## config.mk

```make
export PLATFORM = sky130hd
export DESIGN_NAME = dmem_access_ctrl
export DESIGN_NICKNAME = d
export VERILOG_FILES = /design/src/rtl/dmem_access_ctrl.sv
export SDC_FILE = /design/constraint.sdc
export NUM_CORES = 1
export LEC_CHECK = 0
export ABC_AREA = 0
export BUFFER_PORTS_ARGS = -buffer_cell sky130_fd_sc_hd__buf_4
export CORE_ASPECT_RATIO = 0.75
export CORE_MARGIN = 10
export CORE_UTILIZATION = 49
export CTS_CLUSTER_SIZE = 10
export DETAILED_ROUTE_END_ITERATION = 6
export PLACE_DENSITY = 0.86
export SLEW_MARGIN = 20
export SYNTH_ARGS = -nofsm -noshare
export SYNTH_HDL_FRONTEND = slang
export SYNTH_SLANG_ARGS = --single-unit
```

## constraint.sdc

```tcl
create_clock -name clk_i -period 2.8 [get_ports clk_i]
set_clock_uncertainty 0.2 [all_clocks]
set_input_delay 0.14 -clock clk_i [delete_from_list [all_inputs] [get_ports clk_i]]
set_output_delay 0.14 -clock clk_i [all_outputs]
set_load 0.005 [all_outputs]
```

## src/rtl/dmem_access_ctrl.sv

```systemverilog
// Data-memory access sequencer for the MEM stage of the pipelined core.
// Issues one req/ack transaction per load/store and stalls the pipeline until it completes.
// Optional feature macro: DMEM_TIMEOUT_EN adds an REQ-state timeout with a sticky Err_o.
module dmem_access_ctrl #(
  parameter int unsigned ADDR_W         = 32,
  parameter int unsigned DATA_W         = 32,
  parameter int unsigned TIMEOUT_CYCLES = 16
) (
  input  logic              clk_i,
  input  logic              rst_i,
  input  logic              MemRead_i,
  input  logic              MemWrite_i,
  input  logic [ADDR_W-1:0] Addr_i,
  input  logic [DATA_W-1:0] WData_i,
  output logic              mem_req_o,
  output logic              mem_we_o,
  output logic [ADDR_W-1:0] mem_addr_o,
  output logic [DATA_W-1:0] mem_wdata_o,
  input  logic              mem_ack_i,
  input  logic [DATA_W-1:0] mem_rdata_i,
  output logic              Stall_o,
  output logic [DATA_W-1:0] RData_o,
  output logic              Err_o
);

  typedef enum logic [1:0] {StIdle, StReq, StDone} state_e;

  state_e              state_q, state_d;
  logic                we_q, we_d;
  logic [ADDR_W-1:0]   addr_q, addr_d;
  logic [DATA_W-1:0]   wdata_q, wdata_d;
  logic [DATA_W-1:0]   rdata_q, rdata_d;

`ifdef DMEM_TIMEOUT_EN
  localparam int unsigned CntW = ($clog2(TIMEOUT_CYCLES) > 5) ? $clog2(TIMEOUT_CYCLES) : 5;
  logic [CntW-1:0] cnt_q, cnt_d;
  logic            err_q, err_d;
  logic            expired;

  // Counter is zero outside REQ, so it is already cleared on REQ entry.
  always_comb begin
    cnt_d   = (state_q == StReq) ? cnt_q + CntW'(1) : '0;
    expired = (state_q == StReq) && (cnt_q == CntW'(TIMEOUT_CYCLES - 1));
  end

  // Timeout counter and sticky error flag.
  always_ff @(posedge clk_i or negedge rst_i) begin
    if (!rst_i) begin
      cnt_q <= '0;
      err_q <= 1'b0;
    end else begin
      cnt_q <= cnt_d;
      err_q <= err_d;
    end
  end

  assign Err_o = err_q;
`else
  assign Err_o = 1'b0;
`endif

  // Next-state and datapath capture for the access FSM.
  always_comb begin
    state_d = state_q;
    we_d    = we_q;
    addr_d  = addr_q;
    wdata_d = wdata_q;
    rdata_d = rdata_q;
`ifdef DMEM_TIMEOUT_EN
    err_d   = err_q;
`endif
    case (state_q)
      StIdle: begin
        if (MemRead_i || MemWrite_i) begin
          state_d = StReq;
          we_d    = MemWrite_i;  // read+write together is a write
          addr_d  = Addr_i;
          wdata_d = WData_i;
        end
      end
      StReq: begin
        // Ack wins over a simultaneous timeout expiry.
        if (mem_ack_i) begin
          if (!we_q) rdata_d = mem_rdata_i;
          state_d = StDone;
        end
`ifdef DMEM_TIMEOUT_EN
        else if (expired) begin
          rdata_d = '0;
          err_d   = 1'b1;
          state_d = StDone;
        end
`endif
      end
      StDone: state_d = StIdle;  // controls seen here belong to the completed access
      default: state_d = StIdle;
    endcase
  end

  // State and request registers.
  always_ff @(posedge clk_i or negedge rst_i) begin
    if (!rst_i) begin
      state_q <= StIdle;
      we_q    <= 1'b0;
      addr_q  <= '0;
      wdata_q <= '0;
      rdata_q <= '0;
    end else begin
      state_q <= state_d;
      we_q    <= we_d;
      addr_q  <= addr_d;
      wdata_q <= wdata_d;
      rdata_q <= rdata_d;
    end
  end

  // Stall is gated by reset so the pipeline is never held frozen while reset is asserted.
  always_comb begin
    Stall_o = rst_i && (((state_q == StIdle) && (MemRead_i || MemWrite_i)) ||
                        (state_q == StReq));
  end

  assign mem_req_o   = (state_q == StReq);
  assign mem_we_o    = we_q;
  assign mem_addr_o  = addr_q;
  assign mem_wdata_o = wdata_q;
  assign RData_o     = rdata_q;

endmodule
```

==> flow_metrics.py, run 1 <==
metrics = {
    "outcome": {
        "status": "finished clean",
    },
    "sta": {
        "slew_headroom": 0.542,
        "post-route-min-period_ns": 2.15,
        "finalHoldViolCount": 0,
        "finalMaxSlewViolations": 0,
        "finalCritPeriodShare": 0.767,
        "worst_pin_slew_ns": 0.687,
        "timing.fmax_mhz": 466,
        "setup_violations": 0,
        "fin_setup_tns_ns": 0,
        "rsz0062_at_grt": "no",
        "post-route-worst-setup-slack_ns": 0.654,
    },
    "clocking": {
        "cts_tree": "built",
        "cts.path.max_buffers": 2,
        "cts_max_level": 3,
        "cts_sinks": 99,
        "cts_root_buffer": "clkbuf_8",
        "cts_buffers": 9,
        "clock_latency_ns": 0.35,
        "clkTransAtPathRegs_ns": 0.09,
        "cts_resized": 0,
    },
    "global_route": {
        "antenna_found_initial": 1,
        "grt_overflow": 0,
        "grt_pass1_wl_um": 20500,
        "grt_pass1_vias": 3512,
        "grt_use_total": 0.222,
        "grt_max_degree": 56,
    },
    "worst_setup_path": {
        "r2r_start": "state_q[0]$_DFFE_PN0P_",
        "cp-end-kind": "register",
        "r2r-end": "mem_wdata_o[20]$_DFFE_PN0P_",
        "cp-startpoint": "state_q[0]$_DFFE_PN0P_",
        "cp-endpoint": "mem_wdata_o[20]$_DFFE_PN0P_",
        "crit_required_ns": 2.84,
        "crit_fanout": 51,
        "ff2ff_path_depth": 4,
        "reg2reg_slack_ns": 0.65,
        "worstSetupPathType": "reg2reg",
        "worstSetupStartpointType": "register",
        "crit_arrival_ns": 2.18,
    },
    "power_and_ir_drop": {
        "power_frac_comb": 0.426,
        "powerDensity_nw_per_um2": 964,
        "clkPwrFrac": 0.169,
        "worst_ir_drop_vdd_uv": 588,
        "swShare": 0.291,
        "p_int_mw": 4.57,
        "power_frac_seq": 0.404,
        "p_switching_mw": 1.87,
        "leakage_nw": 3.18,
    },
    "synthesis": {
        "synth_cells": 218,
        "ys_ff_latch": 99,
        "syn_nets": 319,
        "synth_cell_type_count": 17,
        "synth_xor_area_frac": 0,
        "yosys.area_share.adder": 0,
        "synthSimpleGateAreaFrac": 0.0131,
        "syn_area_um2": 3900,
        "syn_avg_cell_area_um2": 17.9,
        "ys_seq_area_frac": 0.635,
        "synth_compound_area_frac": 0.00609,
        "synth_top_family_by_area": "multiplexers",
        "synth_mux_area_frac": 0.306,
        "ys_warn_count": 0,
    },
    "finish": {
        "area_delta_synth_final_pct": 71.3,
        "fin_nets": 622,
        "drive_gt1_frac": 0.601,
    },
    "min_path": {
        "hold_class": "in2async",
    },
    "route": {
        "drc": 0,
        "antenna_left": 0,
        "vias": 3045,
        "wire_per_inst_um": 21.5,
        "drtIter0Drc": 150,
        "viasPerCell": 4.82,
        "firstDrtPassIters": 4,
        "finalWirelength_um": 13600,
    },
    "place": {
        "post-place-ws_ns": 0.712,
        "numPortBuffers": 199,
        "finalWeightedCongestion": 0.775,
        "dp_hpwl_um": 8350,
    },
    "floorplan": {
        "io_pins": 201,
        "core_um2": 7810,
        "die_w_um": 123,
        "die-area_um2": 12000,
        "start_util": 0.500,
        "num_rows": 28,
        "die_y_um": 97.3,
    },
    "flow_run": {
        "maxCapViolations": 0,
    },
}
[power by group through the flow]
stage               Combinational (mW)  Clock (mW)  Sequential [mW]
finish                            2.75        1.09             2.61
global placement                  2.52           0             2.52
global route                      2.93        1.17             2.68
CTS                               2.73        1.11             2.56
detailed placement                2.59           0             2.58
floorplan                         1.09           0             2.58
[worst min path at each step]
stage | start | to
floorplan | rst_i | RData_o[0]$_DFFE_PN0P_
global placement | rst_i | RData_o[8]$_DFFE_PN0P_
detailed placement | rst_i | mem_addr_o[27]$_DFFE_PN0P_
CTS | rst_i | mem_wdata_o[21]$_DFFE_PN0P_
global route | rst_i | RData_o[30]$_DFFE_PN0P_
finish | rst_i | RData_o[30]$_DFFE_PN0P_
[registers in the layout, indices dropped and copies added, names as in the netlist]
register,cells
RData_o,32
mem_addr_o,32
mem_wdata_o,32
mem_we_o,1
state_q,2
[final cells by class]
cell class | instances | area [um^2]
tap | 105 | 131
antenna | 1 | 2.50
clock buffer | 12 | 145
sequential | 99 | 2480
multi-input combinational | 107 | 1270
fill | 354 | 1120
clock inverter | 4 | 97.6
timing repair buffer | 304 | 2560
[synthesized netlist by cell type]
| cell type | number | share of area |
|---|---|---|
| conb_1 | 1 | 0.00096 |
| buf_6 | 7 | 0.020 |
| and3b_1 | 1 | 0.0022 |
| and2b_2 | 1 | 0.0022 |
| buf_12 | 3 | 0.015 |
| o21a_1 | 1 | 0.0019 |
| a211oi_1 | 1 | 0.0019 |
| buf_4 | 2 | 0.0038 |
| dfrtp_1 | 99 | 0.63 |
| nor2_1 | 1 | 0.00096 |
| nand2_1 | 1 | 0.00096 |
| mux2_2 | 66 | 0.19 |
| mux2_4 | 30 | 0.12 |
| nor3_1 | 1 | 0.0013 |
| nor2b_4 | 1 | 0.0035 |
| a22o_1 | 1 | 0.0022 |
| nor3b_1 | 1 | 0.0019 |
[worst max-delay path, cell delays in order (launching register included)]
cell and delay (ns):
dfrtp_1 0.43, nor2_1 0.22, o21a_2 0.43, buf_12 0.31
mux2_2 0.39
[layout by cell type (no fill, tap or decap)]
| cell type | instances |
|---|---|
| a211oi_1 | 1 |
| a22o_1 | 1 |
| and2b_2 | 1 |
| and3b_1 | 1 |
| buf_12 | 2 |
| buf_4 | 201 |
| bufinv_16 | 3 |
| clkbuf_1 | 2 |
| clkbuf_8 | 10 |
| clkinvlp_4 | 1 |
| conb_1 | 1 |
| dfrtp_1 | 99 |
| diode_2 | 1 |
| dlygate4sd3_1 | 101 |
| mux2_2 | 66 |
| mux2_4 | 30 |
| nand2_1 | 1 |
| nor2_1 | 1 |
| nor2b_4 | 1 |
| nor3_1 | 1 |
| nor3b_1 | 1 |
| o21a_2 | 1 |
[timing repair]
| item | CTS | global route |
|---|---|---|
| endpoints found under the hold margin | 198 | 0 |
| setup buffers | 0 | 0 |
| hold buffers | 101 | 0 |
[routing by layer]
metal | vias up | share of wire | GRT usage
met5 | - | 0 | 0
met4 | 0 | 0.0084 | 0.0420
met3 | 13 | 0.11 | 0.103
li1 | 1372 | - | -
met1 | 1515 | 0.36 | 0.237
met2 | 145 | 0.52 | 0.391
[cells by family after synthesis]
logic type / Yosys count
DFF: 99
other: 1
muxes: 96
and+or+nand+nor: 7
buffers and inverters: 12
AOI/OAI and AO/OA: 3
[through the flow]
stage | instances | total power, mW | instance area, um^2 | hold WS, ns | util
floorplan | 218 | 3.66 | 3900 | -0.356 | -
global placement | 514 | 5.04 | 5430 | 0.0766 | 0.695
detailed placement | 514 | 5.17 | 5430 | 0.0948 | 0.695
CTS | 631 | 6.40 | 6690 | 0.265 | 0.856
global route | 632 | 6.78 | 6690 | 0.318 | 0.856
finish | 632 | 6.45 | 6690 | 0.260 | 0.856
(Power assumes the default switching activity.)
==> run 2, diff against run 1 <==
--- a/config.mk
+++ b/config.mk
@@ -9,10 +9,10 @@
 export BUFFER_PORTS_ARGS = -buffer_cell sky130_fd_sc_hd__buf_4
 export CORE_ASPECT_RATIO = 0.75
 export CORE_MARGIN = 10
-export CORE_UTILIZATION = 49
+export CORE_UTILIZATION = 45
 export CTS_CLUSTER_SIZE = 10
 export DETAILED_ROUTE_END_ITERATION = 6
-export PLACE_DENSITY = 0.86
+export PLACE_DENSITY = 0.79
 export SLEW_MARGIN = 20
 export SYNTH_ARGS = -nofsm -noshare
 export SYNTH_HDL_FRONTEND = slang
==> constraint.sdc (replaced) <==
create_clock -name clk_i -period 2.1 [get_ports clk_i]
set_clock_uncertainty 0.2 [all_clocks]
set_input_delay 0.105 -clock clk_i [delete_from_list [all_inputs] [get_ports clk_i]]
set_output_delay 0.105 -clock clk_i [all_outputs]
set_load 0.005 [all_outputs]
==> run 2 against run 1 <==
Count of clock-buffer cells in the layout shrank 1. Worst setup slack lost 0.43 ns. Die area grew 7.2%. Register-to-register slack lost 0.43 ns. Core utilization shrank 5.4 points. Clock power grew 58%. Via count shrank 3.2%. Cell count grew 0.63%. Worst hold slack lost 0.079 ns. Sequential power grew 31%. Critical path type unchanged. Critical endpoint is now mem_addr_o[13]$_DFFE_PN0P_.
==> flow_metrics.py, run 2 (synthesized netlist as in run 1, its figures left out) <==
metrics = {
    "global_route": {
        "grt_pass1_vias": 3359,
        "grt_use_total": 0.190,
        "grt_overflow": 0,
        "grt_max_degree": 100,
        "grt_pass1_wl_um": 19200,
        "antenna_found_initial": 1,
    },
    "clocking": {
        "cts_buffers": 9,
        "cts_hold_buf": 101,
        "cts_max_level": 3,
        "clock_latency_ns": 0.34,
        "cts.path.max_buffers": 2,
        "cts_tree": "built",
        "clkTransAtPathRegs_ns": 0.06,
        "cts_resized": 0,
        "cts_root_buffer": "clkbuf_16",
        "cts_setup_buffers": 0,
        "cts_sinks": 99,
    },
    "sta": {
        "timing.fmax_mhz": 533,
        "hold_slack_ns": 0.181,
        "finalHoldViolCount": 0,
        "finalCritPeriodShare": 0.894,
        "fin_setup_tns_ns": 0,
        "finalMaxSlewViolations": 0,
        "rsz0062_at_grt": "no",
        "slew_headroom": 0.665,
        "setup_violations": 0,
        "post-route-min-period_ns": 1.88,
        "worst_pin_slew_ns": 0.502,
    },
    "finish": {
        "drive_gt1_frac": 0.602,
        "layout_common_cells": "buf_4 (201), dlygate4sd3_1 (101), dfrtp_1 (99), mux2_2 (66), mux2_4 (30)",
        "final_util": 0.802,
        "fin_nets": 623,
        "layout_commonest_cell": "buf_4",
        "area_delta_synth_final_pct": 73.7,
        "final_cell_area_um2": 6780,
    },
    "flow_run": {
        "maxCapViolations": 0,
    },
    "worst_setup_path": {
        "cp-end-kind": "register",
        "worstSetupStartpointType": "register",
        "crit_family": "flip-flops",
        "crit_buf_inv": 1,
        "critical_path.max_stage_delay_ns": 0.41,
        "worstSetupPathType": "reg2reg",
        "crit_chain": "nor2_1 -> o21a_2 -> buf_12 -> mux2_2",
        "crit_arrival_ns": 1.90,
        "cpMaxStageDelayCell": "dfrtp_1",
        "crit_fanout": 34,
        "cp-startpoint": "state_q[0]$_DFFE_PN0P_",
        "crit_required_ns": 2.12,
        "r2r_start": "state_q[0]$_DFFE_PN0P_",
    },
    "floorplan": {
        "core_um2": 8450,
        "start_util": 0.462,
        "die_y_um": 101,
        "num_rows": 29,
        "die_w_um": 128,
        "io_pins": 201,
        "die-area_um2": 12800,
    },
    "power_and_ir_drop": {
        "powerDensity_nw_per_um2": 1290,
        "finalPower_mw": 8.77,
        "leakage_nw": 3.22,
        "worst_ir_drop_vdd_uv": 893,
    },
    "route": {
        "viasPerCell": 4.63,
        "antenna_left": 0,
        "vias": 2947,
        "finalWirelength_um": 12400,
        "firstDrtPassIters": 4,
        "drc": 0,
        "drtIter0Drc": 131,
        "wire_per_inst_um": 19.5,
    },
    "min_path": {
        "hold_class": "in2reg",
        "hold_start": "MemRead_i",
    },
    "place": {
        "finalWeightedCongestion": 0.690,
        "dp_hpwl_um": 8030,
        "postPlaceCellArea_um2": 5460,
        "numPortBuffers": 199,
    },
    "outcome": {
        "status": "finished clean",
    },
}
run 2: layout make-up:
cell class,instances,area (um^2)
Tap cell,108,135
Clock inverter,5,77.6
Clock buffer,11,233
Multi-Input combinational cell,107,1270
Fill cell,470,1680
Sequential cell,99,2480
Timing Repair Buffer,305,2580
Antenna cell,1,2.50
run 2: where the power goes:
part           internal [mW]  leakage, nW  total (mW)  switching, mW
logic                   2.43         1.91        3.62           1.19
clock network           1.04        0.150        1.72          0.681
registers               2.86         1.16        3.43          0.568
run 2: stage by stage:
step | setup slack [ns] | cells
final | 0.222 | 636
after global routing | 0.145 | 636
after CTS | 0.208 | 635
after detailed placement | 0.232 | 518
after global placement | 0.280 | 518
after floorplan | 0.454 | 218
run 2: routing by layer:
layer  vias to the layer above  share of wire  track usage
met2                       129           0.51        0.330
met4                         0          0.011       0.0559
li1                       1372              -            -
met1                      1431           0.39        0.208
met3                        15          0.086       0.0799
met5                         -              0            0
run 2: final timing paths:
kind	cells past startpoint	slack, ns	endpoint
worst max register to register	4	0.22	mem_addr_o[13]$_DFFE_PN0P_
worst min register to register	1	0.31	RData_o[12]$_DFFE_PN0P_
worst max-delay path	4	0.22	mem_addr_o[13]$_DFFE_PN0P_
max in group asynchronous	3	1.09	mem_wdata_o[14]$_DFFE_PN0P_
worst min-delay path	3	0.18	mem_wdata_o[25]$_DFFE_PN0P_
min in group asynchronous	3	0.25	RData_o[0]$_DFFE_PN0P_
run 2: worst min-delay path, stage by stage:
cell	delay (ns)
buf_4	0.09
o21a_2	0.28
mux2_2	0.20
==> run 3, diff against run 2 <==
--- a/config.mk
+++ b/config.mk
@@ -13,6 +13,7 @@
 export CTS_CLUSTER_SIZE = 10
 export DETAILED_ROUTE_END_ITERATION = 6
 export PLACE_DENSITY = 0.79
+export RECOVER_POWER = 100
 export SLEW_MARGIN = 20
 export SYNTH_ARGS = -nofsm -noshare
 export SYNTH_HDL_FRONTEND = slang
==> run 3 against run 2 <==
Register-to-register slack about the same. Sequential share of layout area up 1.9 points. Largest cell class is now flip-flops and latches. First-iteration DRC count up 6.9%. Count of clock-buffer cells in the layout unchanged.
==> flow_metrics.py, run 3 (synthesized netlist as in run 1, its figures left out) <==
metrics = {
    "route": {
        "wire_per_inst_um": 19.4,
        "wl_met2_um": 6310,
        "antenna_left": 0,
        "firstDrtPassIters": 4,
        "viasPerCell": 4.64,
        "routed-wl-met3_um": 1090,
        "finalWirelength_um": 12400,
        "vias": 2948,
        "m1WireLength_um": 4830,
        "top_layer": "met4",
        "drc": 0,
        "drtIter0Drc": 140,
    },
    "sta": {
        "finalHoldViolCount": 0,
        "setup_violations": 0,
        "timing.fmax_mhz": 531,
        "fin_setup_tns_ns": 0,
        "rsz0062_at_grt": "no",
        "slew_headroom": 0.138,
        "finalCritPeriodShare": 0.897,
        "worst_pin_slew_ns": 1.29,
        "finalMaxSlewViolations": 0,
        "post-route-min-period_ns": 1.88,
    },
    "finish": {
        "drive_gt1_frac": 0.438,
        "layout_common_cells": "dlygate4sd3_1 (101), buf_4 (101), dfrtp_1 (99), mux2_2 (64), clkbuf_1 (57)",
        "final_cell_area_um2": 6450,
        "fin_nets": 623,
        "fill_cells": 580,
        "final_util": 0.763,
        "area_delta_synth_final_pct": 65.2,
    },
    "place": {
        "postPlaceCellArea_um2": 5460,
        "numPortBuffers": 199,
        "finalWeightedCongestion": 0.690,
        "dp_hpwl_um": 8030,
    },
    "global_route": {
        "grt_max_degree": 100,
        "grt_overflow": 0,
        "grt_pass1_wl_um": 19200,
        "grt_use_total": 0.190,
        "grt_pass1_vias": 3359,
        "antenna_found_initial": 1,
    },
    "clocking": {
        "cts_hold_buf": 101,
        "cts_tree": "built",
        "clock_latency_ns": 0.34,
        "clkTransAtPathRegs_ns": 0.06,
        "cts_root_buffer": "clkbuf_16",
        "cts_resized": 0,
        "cts_max_level": 3,
        "cts.path.max_buffers": 2,
        "cts_setup_buffers": 0,
        "cts_buffers": 9,
        "cts_sinks": 99,
    },
    "floorplan": {
        "die_y_um": 101,
        "die-area_um2": 12800,
        "num_rows": 29,
        "start_util": 0.462,
        "core_um2": 8450,
        "die_w_um": 128,
        "io_pins": 201,
    },
    "worst_setup_path": {
        "cp-end-kind": "register",
        "critical_path.max_stage_delay_ns": 0.41,
        "crit_arrival_ns": 1.90,
        "cpMaxStageDelayCell": "dfrtp_1",
        "worstSetupStartpointType": "register",
        "crit_required_ns": 2.12,
        "worstSetupPathType": "reg2reg",
        "crit_chain": "nor2_1 -> o21a_2 -> buf_12 -> mux2_2",
        "crit_fanout": 34,
    },
    "power_and_ir_drop": {
        "worst_ir_drop_vdd_uv": 848,
        "powerDensity_nw_per_um2": 1240,
        "leakage_nw": 2.92,
    },
    "min_path": {
        "hold_class": "in2reg",
    },
    "flow_run": {
        "maxCapViolations": 0,
    },
    "outcome": {
        "status": "finished clean",
    },
}
-- run 3: metal layers --
| layer | vias up | track usage |
|---|---|---|
| li1 | 1375 | - |
| met1 | 1432 | 0.208 |
| met2 | 127 | 0.330 |
| met3 | 14 | 0.0799 |
| met4 | 0 | 0.0559 |
| met5 | - | 0 |
-- run 3: final timing paths --
check                                               to                     from  cells after the start  slack [ns]
max                        mem_wdata_o[10]$_DFFE_PN0P_   state_q[0]$_DFFE_PN0P_                      4        0.22
min                        mem_wdata_o[25]$_DFFE_PN0P_                MemRead_i                      3        0.19
max reg2reg                mem_wdata_o[10]$_DFFE_PN0P_   state_q[0]$_DFFE_PN0P_                      4        0.22
min reg2reg                    RData_o[12]$_DFFE_PN0P_  RData_o[12]$_DFFE_PN0P_                      1        0.29
max in group asynchronous   mem_addr_o[28]$_DFFE_PN0P_                    rst_i                      3        0.31
min in group asynchronous      RData_o[13]$_DFFE_PN0P_                    rst_i                      3        0.60
-- run 3: through the flow --
stage | total power [mW] | hold WS [ns] | setup WS, ns | std cells
2_1_floorplan | 4.88 | -0.391 | 0.454 | 218
3_3_place_gp | 6.76 | 0.0493 | 0.280 | 518
3_5_place_dp | 6.89 | 0.0471 | 0.232 | 518
4_1_cts | 8.83 | 0.174 | 0.208 | 635
5_1_grt | 8.50 | 0.194 | 0.0956 | 636
6_report | 8.01 | 0.185 | 0.217 | 636
-- run 3: worst max-delay path, delay by kind of cell, from the launching register on --
kind                   cells  cell delay, ns
DFF                        1            0.41
buffers and inverters      1            0.25
and+or+nand+nor            1            0.18
muxes                      1            0.37
AOI/OAI and AO/OA          1            0.34
-- run 3: report_power, final --
| part | total, mW | leakage [nW] | switching, mW | internal (mW) |
|---|---|---|---|---|
| logic | 2.91 | 1.61 | 1.18 | 1.73 |
| registers | 3.38 | 1.16 | 0.526 | 2.86 |
| clock network | 1.71 | 0.150 | 0.675 | 1.04 |
| total | 8.01 | 2.92 | 2.38 | 5.63 |
-- run 3: layout make-up --
| type | instances | area [um^2] | area share |
|---|---|---|---|
| Multi-Input combinational cell | 107 | 1170 | 0.182 |
| Sequential cell | 99 | 2480 | 0.384 |
| Antenna cell | 1 | 2.50 | 0.000388 |
| Clock inverter | 5 | 77.6 | 0.0120 |
| Timing Repair Buffer | 305 | 2350 | 0.365 |
| Clock buffer | 11 | 233 | 0.0361 |
| Tap cell | 108 | 135 | 0.0210 |
